### src/rtl/int_ctrl.sv
// Memory-mapped interrupt controller: latches level/edge sources, masks them and
// presents a registered HWInt vector plus PEND/MASK/MODE/ID registers to the Bridge.
module int_ctrl #(
  parameter int          N_SRC     = 3,
  parameter logic [31:0] BASE_ADDR = 32'h0000_7F20,
  parameter logic [5:0]  MODE_RST  = 6'b000100,
  parameter logic [5:0]  MASK_RST  = 6'b111111
) (
  input  logic             clk,
  input  logic             reset,
  input  logic [31:0]      addr,
  input  logic [3:0]       byteen,
  input  logic [31:0]      wdata,
  output logic [31:0]      rdata,
  input  logic [N_SRC-1:0] irq_src,
  output logic [5:0]       hwint,
  output logic             irq_any
);

  localparam logic [1:0] OFS_PEND = 2'd0;
  localparam logic [1:0] OFS_MASK = 2'd1;
  localparam logic [1:0] OFS_MODE = 2'd2;
  localparam logic [1:0] OFS_ID   = 2'd3;

  logic [N_SRC-1:0] r_src_d;
  logic [N_SRC-1:0] r_pend;
  logic [N_SRC-1:0] r_mask;
  logic [N_SRC-1:0] r_mode;
  logic [5:0]       r_hwint;
  logic             r_irq_any;

  logic             w_in_win;
  logic             w_wr_en;
  logic             w_wr_pend;
  logic             w_wr_mask;
  logic             w_wr_mode;
  logic [N_SRC-1:0] w_rise;
  logic [N_SRC-1:0] w_clr;
  logic [N_SRC-1:0] w_pend_nxt;
  logic [N_SRC-1:0] w_act;
  logic [2:0]       w_id;
  logic             w_unused;

  // 1 + index of the lowest set bit, 0 when nothing is set.
  function automatic logic [2:0] f_first_id(input logic [N_SRC-1:0] v);
    logic [2:0] id;
    id = 3'd0;
    for (int i = N_SRC - 1; i >= 0; i--) begin
      if (v[i]) begin
        id = 3'(i + 1);
      end else begin
        id = id;
      end
    end
    return id;
  endfunction

  assign w_in_win  = (addr[31:4] == BASE_ADDR[31:4]);
  assign w_wr_en   = w_in_win && (byteen == 4'hF);
  assign w_wr_pend = w_wr_en && (addr[3:2] == OFS_PEND);
  assign w_wr_mask = w_wr_en && (addr[3:2] == OFS_MASK);
  assign w_wr_mode = w_wr_en && (addr[3:2] == OFS_MODE);
  assign w_rise    = irq_src & ~r_src_d;
  assign w_clr     = w_wr_pend ? wdata[N_SRC-1:0] : {N_SRC{1'b0}};
  assign w_act     = r_pend & r_mask;
  assign w_id      = f_first_id(w_act);
  assign w_unused  = ^{addr[1:0], wdata[31:N_SRC]};

  // Edge sources: a rising edge outranks a W1C landing in the same cycle.
  always_comb begin
    w_pend_nxt = r_pend;
    for (int i = 0; i < N_SRC; i++) begin
      if (r_mode[i]) begin
        w_pend_nxt[i] = (r_pend[i] & ~w_clr[i]) | w_rise[i];
      end else begin
        w_pend_nxt[i] = irq_src[i];
      end
    end
  end

  always_ff @(posedge clk or negedge reset) begin
    if (!reset) begin
      r_src_d <= {N_SRC{1'b0}};
      r_pend  <= {N_SRC{1'b0}};
    end else begin
      r_src_d <= irq_src;
      r_pend  <= w_pend_nxt;
    end
  end

  always_ff @(posedge clk or negedge reset) begin
    if (!reset) begin
      r_mask <= MASK_RST[N_SRC-1:0];
      r_mode <= MODE_RST[N_SRC-1:0];
    end else begin
      if (w_wr_mask) begin
        r_mask <= wdata[N_SRC-1:0];
      end else begin
        r_mask <= r_mask;
      end
      if (w_wr_mode) begin
        r_mode <= wdata[N_SRC-1:0];
      end else begin
        r_mode <= r_mode;
      end
    end
  end

  // Outputs follow the registered PEND/MASK, so register writes act one edge later.
  always_ff @(posedge clk or negedge reset) begin
    if (!reset) begin
      r_hwint   <= 6'b000000;
      r_irq_any <= 1'b0;
    end else begin
      r_hwint   <= 6'(w_act);
      r_irq_any <= |w_act;
    end
  end

  always_comb begin
    rdata = 32'h0000_0000;
    if (w_in_win) begin
      case (addr[3:2])
        OFS_PEND: rdata = 32'(r_pend);
        OFS_MASK: rdata = 32'(r_mask);
        OFS_MODE: rdata = 32'(r_mode);
        OFS_ID:   rdata = 32'(w_id);
        default:  rdata = 32'h0000_0000;
      endcase
    end else begin
      rdata = 32'h0000_0000;
    end
  end

  assign hwint   = r_hwint;
  assign irq_any = r_irq_any;

endmodule

### config.mk
export PLATFORM = sky130hd
export DESIGN_NAME = int_ctrl
export DESIGN_NICKNAME = d
export VERILOG_FILES = /design/src/rtl/int_ctrl.sv
export SDC_FILE = /design/constraint.sdc
export NUM_CORES = 1
export LEC_CHECK = 0
export CAP_MARGIN = 5
export CORE_UTILIZATION = 28
export CTS_BUF_LIST = sky130_fd_sc_hd__clkbuf_4
export DETAILED_ROUTE_END_ITERATION = 8
export GPL_ROUTABILITY_DRIVEN = 0
export HOLD_SLACK_MARGIN = 0.02
export PLACE_DENSITY_LB_ADDON = 0.3
export SYNTH_ARGS = -nofsm -noshare
export SYNTH_HDL_FRONTEND = slang
export SYNTH_SLANG_ARGS = --single-unit
### constraint.sdc
create_clock -name clk -period 1.61 [get_ports clk]
set_clock_uncertainty 0.05 [all_clocks]
set_input_delay 0.322 -clock clk [delete_from_list [all_inputs] [get_ports clk]]
set_output_delay 0.322 -clock clk [all_outputs]
set_load 0.02 [all_outputs]
==> reports/results.ini <==
[outcome]
status=finished, violations left
failed_checks=setup timing

[global_routing]
grt_pass1_vias=1032
grt_max_degree=17
grt_use_total=0.130
antenna_found_initial=0
grt_remaining_overflow=0
grt_pass1_wl_um=4520

[clocking]
cts_sinks=16
path_clk_slew_ns=0.10
cts_tree=yes
cts_buffers=3
cts_buffer_depth=2
clk_latency_ns=0.28
root_buffer=clkbuf_4
htreeDepth=1

[power_and_ir_drop]
powerDensity_nw_per_um2=448
p_leak_nw=1.04
ir_drop_mv=0.241
p_total_w=0.000872

[logic_synthesis]
ys_warn_count=0
synth_top_family_by_area=simple AND/OR/NAND/NOR gates
synthXorXnorAreaFrac=0
synth_cells=116
synth_top_area_cell=dfrtp_1
synthTopCellsByArea=dfrtp_1, buf_4, dfstp_2, nor4_4, mux2_4
synthMuxAreaShare=0.100
syn-cell-area_um2=1210
ys_seq_area_frac=0.335
syn_avg_cell_area_um2=10.4
synth_compound_area_frac=0.0351
synthAdderAreaFrac=0
synth_top_cell_area_share=0.248
synth-simple-area-share=0.303
ys_types=37
synth_seq_cells=16

[placement]
dp.cells=234
hpwl_um=2340
portBuffers=48

[floorplanning]
die_area_um2=4590
boundaryPins=112
die_x_um=67.8
start_util=0.296
fp-row-count=23
fp.coreArea_um2=4090
die_y_um=67.8

[route]
dr.pass1.iters=2
avgViaCountPerCell=4.36
drt-wirelength-per-cell_um=12.6
vias=1055
drc=0
wirelength_um=3040
drt_iter0_markers=36
drtAntennaViolNets=0

[worst_setup_path]
crit_arrival_ns=1.71
crit_fanout=2
cp-start-kind=flop
cp.required_ns=1.24
path_cells=and2_4 > a21oi_2 > mux4_2 > nor2b_4 > buf_6
max_stage_delay_ns=0.54
ff2ff_setup_slack_ns=0.53
r2r-start=r_pend[1]
cpMaxStageDelayCell=dfstp_2
cp-end-kind=output pin
crit_type=reg -> out
critPathLaunch=r_mask[0]

[sta]
fin_setup_tns_ns=-1.02
setup_viol=3
fmax_mhz=481
finalCritPeriodShare=1.29
period_needed_ns=2.08
holdWs_ns=0.294
report.final.slew_viol_count=0
rsz0062_at_grt=yes
hold_viol=0
fin_ws_ns=-0.468

[cells_and_area]
fin_nets=266
final_common_cell=conb_1
syn2layout_area_growth_pct=60.5
final_cell_mix=conb_1, buf_4, buf_2, dfrtp_1, nand2_1
nFillCells=370
final_cells=242
diodes=0
fin_util=0.476
drive_gt1_frac=0.469

[flow_run]
cap_viol_max_count=0

[hold_path]
min_path_type=in -> async

final cells by class:
cell class                 count  area (um2)  share of cell area
clock inverter                 1        3.75             0.00193
tap                           50        62.6              0.0322
sequential                    16         405               0.208
clock buffer                   3        22.5              0.0116
timing repair buffer          74         631               0.324
inverter                       7        26.3              0.0135
multi-input combinational     91         793               0.408
worst max-delay path, delay by kind of cell, from the launching register on:
| family | cells | cell delay (ns) |
|---|---|---|
| buf+inv | 1 | 0.12 |
| flops | 1 | 0.54 |
| simple gates | 2 | 0.28 |
| mux | 1 | 0.45 |
| compound gates | 1 | 0.03 |
routing by layer:
layer,global-route usage,vias up,share of wire
met1,0.139,503,0.37
met2,0.262,56,0.56
met5,0,-,0
li1,-,494,-
met4,0.0391,0,0.0046
met3,0.0118,2,0.069
where the power goes:
part	total (W)	internal, W	leakage, nW	switching, W
Clock	0.000218	0.0000899	0.0154	0.000128
Sequential	0.000414	0.000410	0.195	0.00000389
Combinational	0.000241	0.000102	0.832	0.000138
path summary, 6_finish.rpt:
path	cells after the start	end
min reg2reg	3	r_pend[1]
max	5	rdata[1]
min	2	hwint[1]
max in group asynchronous	2	r_mask[0]
max reg2reg	5	irq_any
min in group clk	1	r_src_d[2]
what timing repair did:
item | in CTS | in global routing
pin swaps | 15 | 8
gates resized for setup | 120 | 20
hold buffers | 0 | 0
endpoints found under the setup margin | 12 | 14
setup buffers | 4 | 2
metrics by stage:
stage	worst slack [ns]	instance area, um2
CTS	-0.488	1850
global route	-0.533	1940
finish	-0.468	1940
detailed placement	-1.05	1820
floorplan	-0.0416	1360
global placement	-0.985	1820
state kept, by name, indices dropped and copies added (netlist names):
signal and cells:
r_mask 3, r_pend 3, hwint 3, r_src_d 3, irq_any 1, r_mode 3
cells by family after synthesis:
family,after synthesis
flops,16
compound gates,7
buf+inv,40
mux,9
other cells,1
simple gates,43
Yosys cell counts:
cell type and instances:
a21oi_1 1, a221oi_1 1, a31oi_1 1, and2_1 1
and4_1 1, and4b_1 2, and4bb_1 2, and4bb_2 1
buf_2 1, buf_4 32, conb_1 1, dfrtp_1 12
dfstp_2 4, inv_1 7, mux2_1 3, mux2_4 3
mux2i_1 2, mux4_2 1, nand2_1 11, nand2b_1 1
nand3_1 1, nand3_4 1, nand3b_1 2, nand4_1 1
nand4_2 1, nor2_1 4, nor2b_1 1, nor3_1 1
nor3_4 2, nor4_1 3, nor4_4 3, nor4b_1 1
nor4b_4 1, nor4bb_1 1, o21ai_0 3, o31ai_1 1
or2_1 1
(Power assumes the default switching activity.)
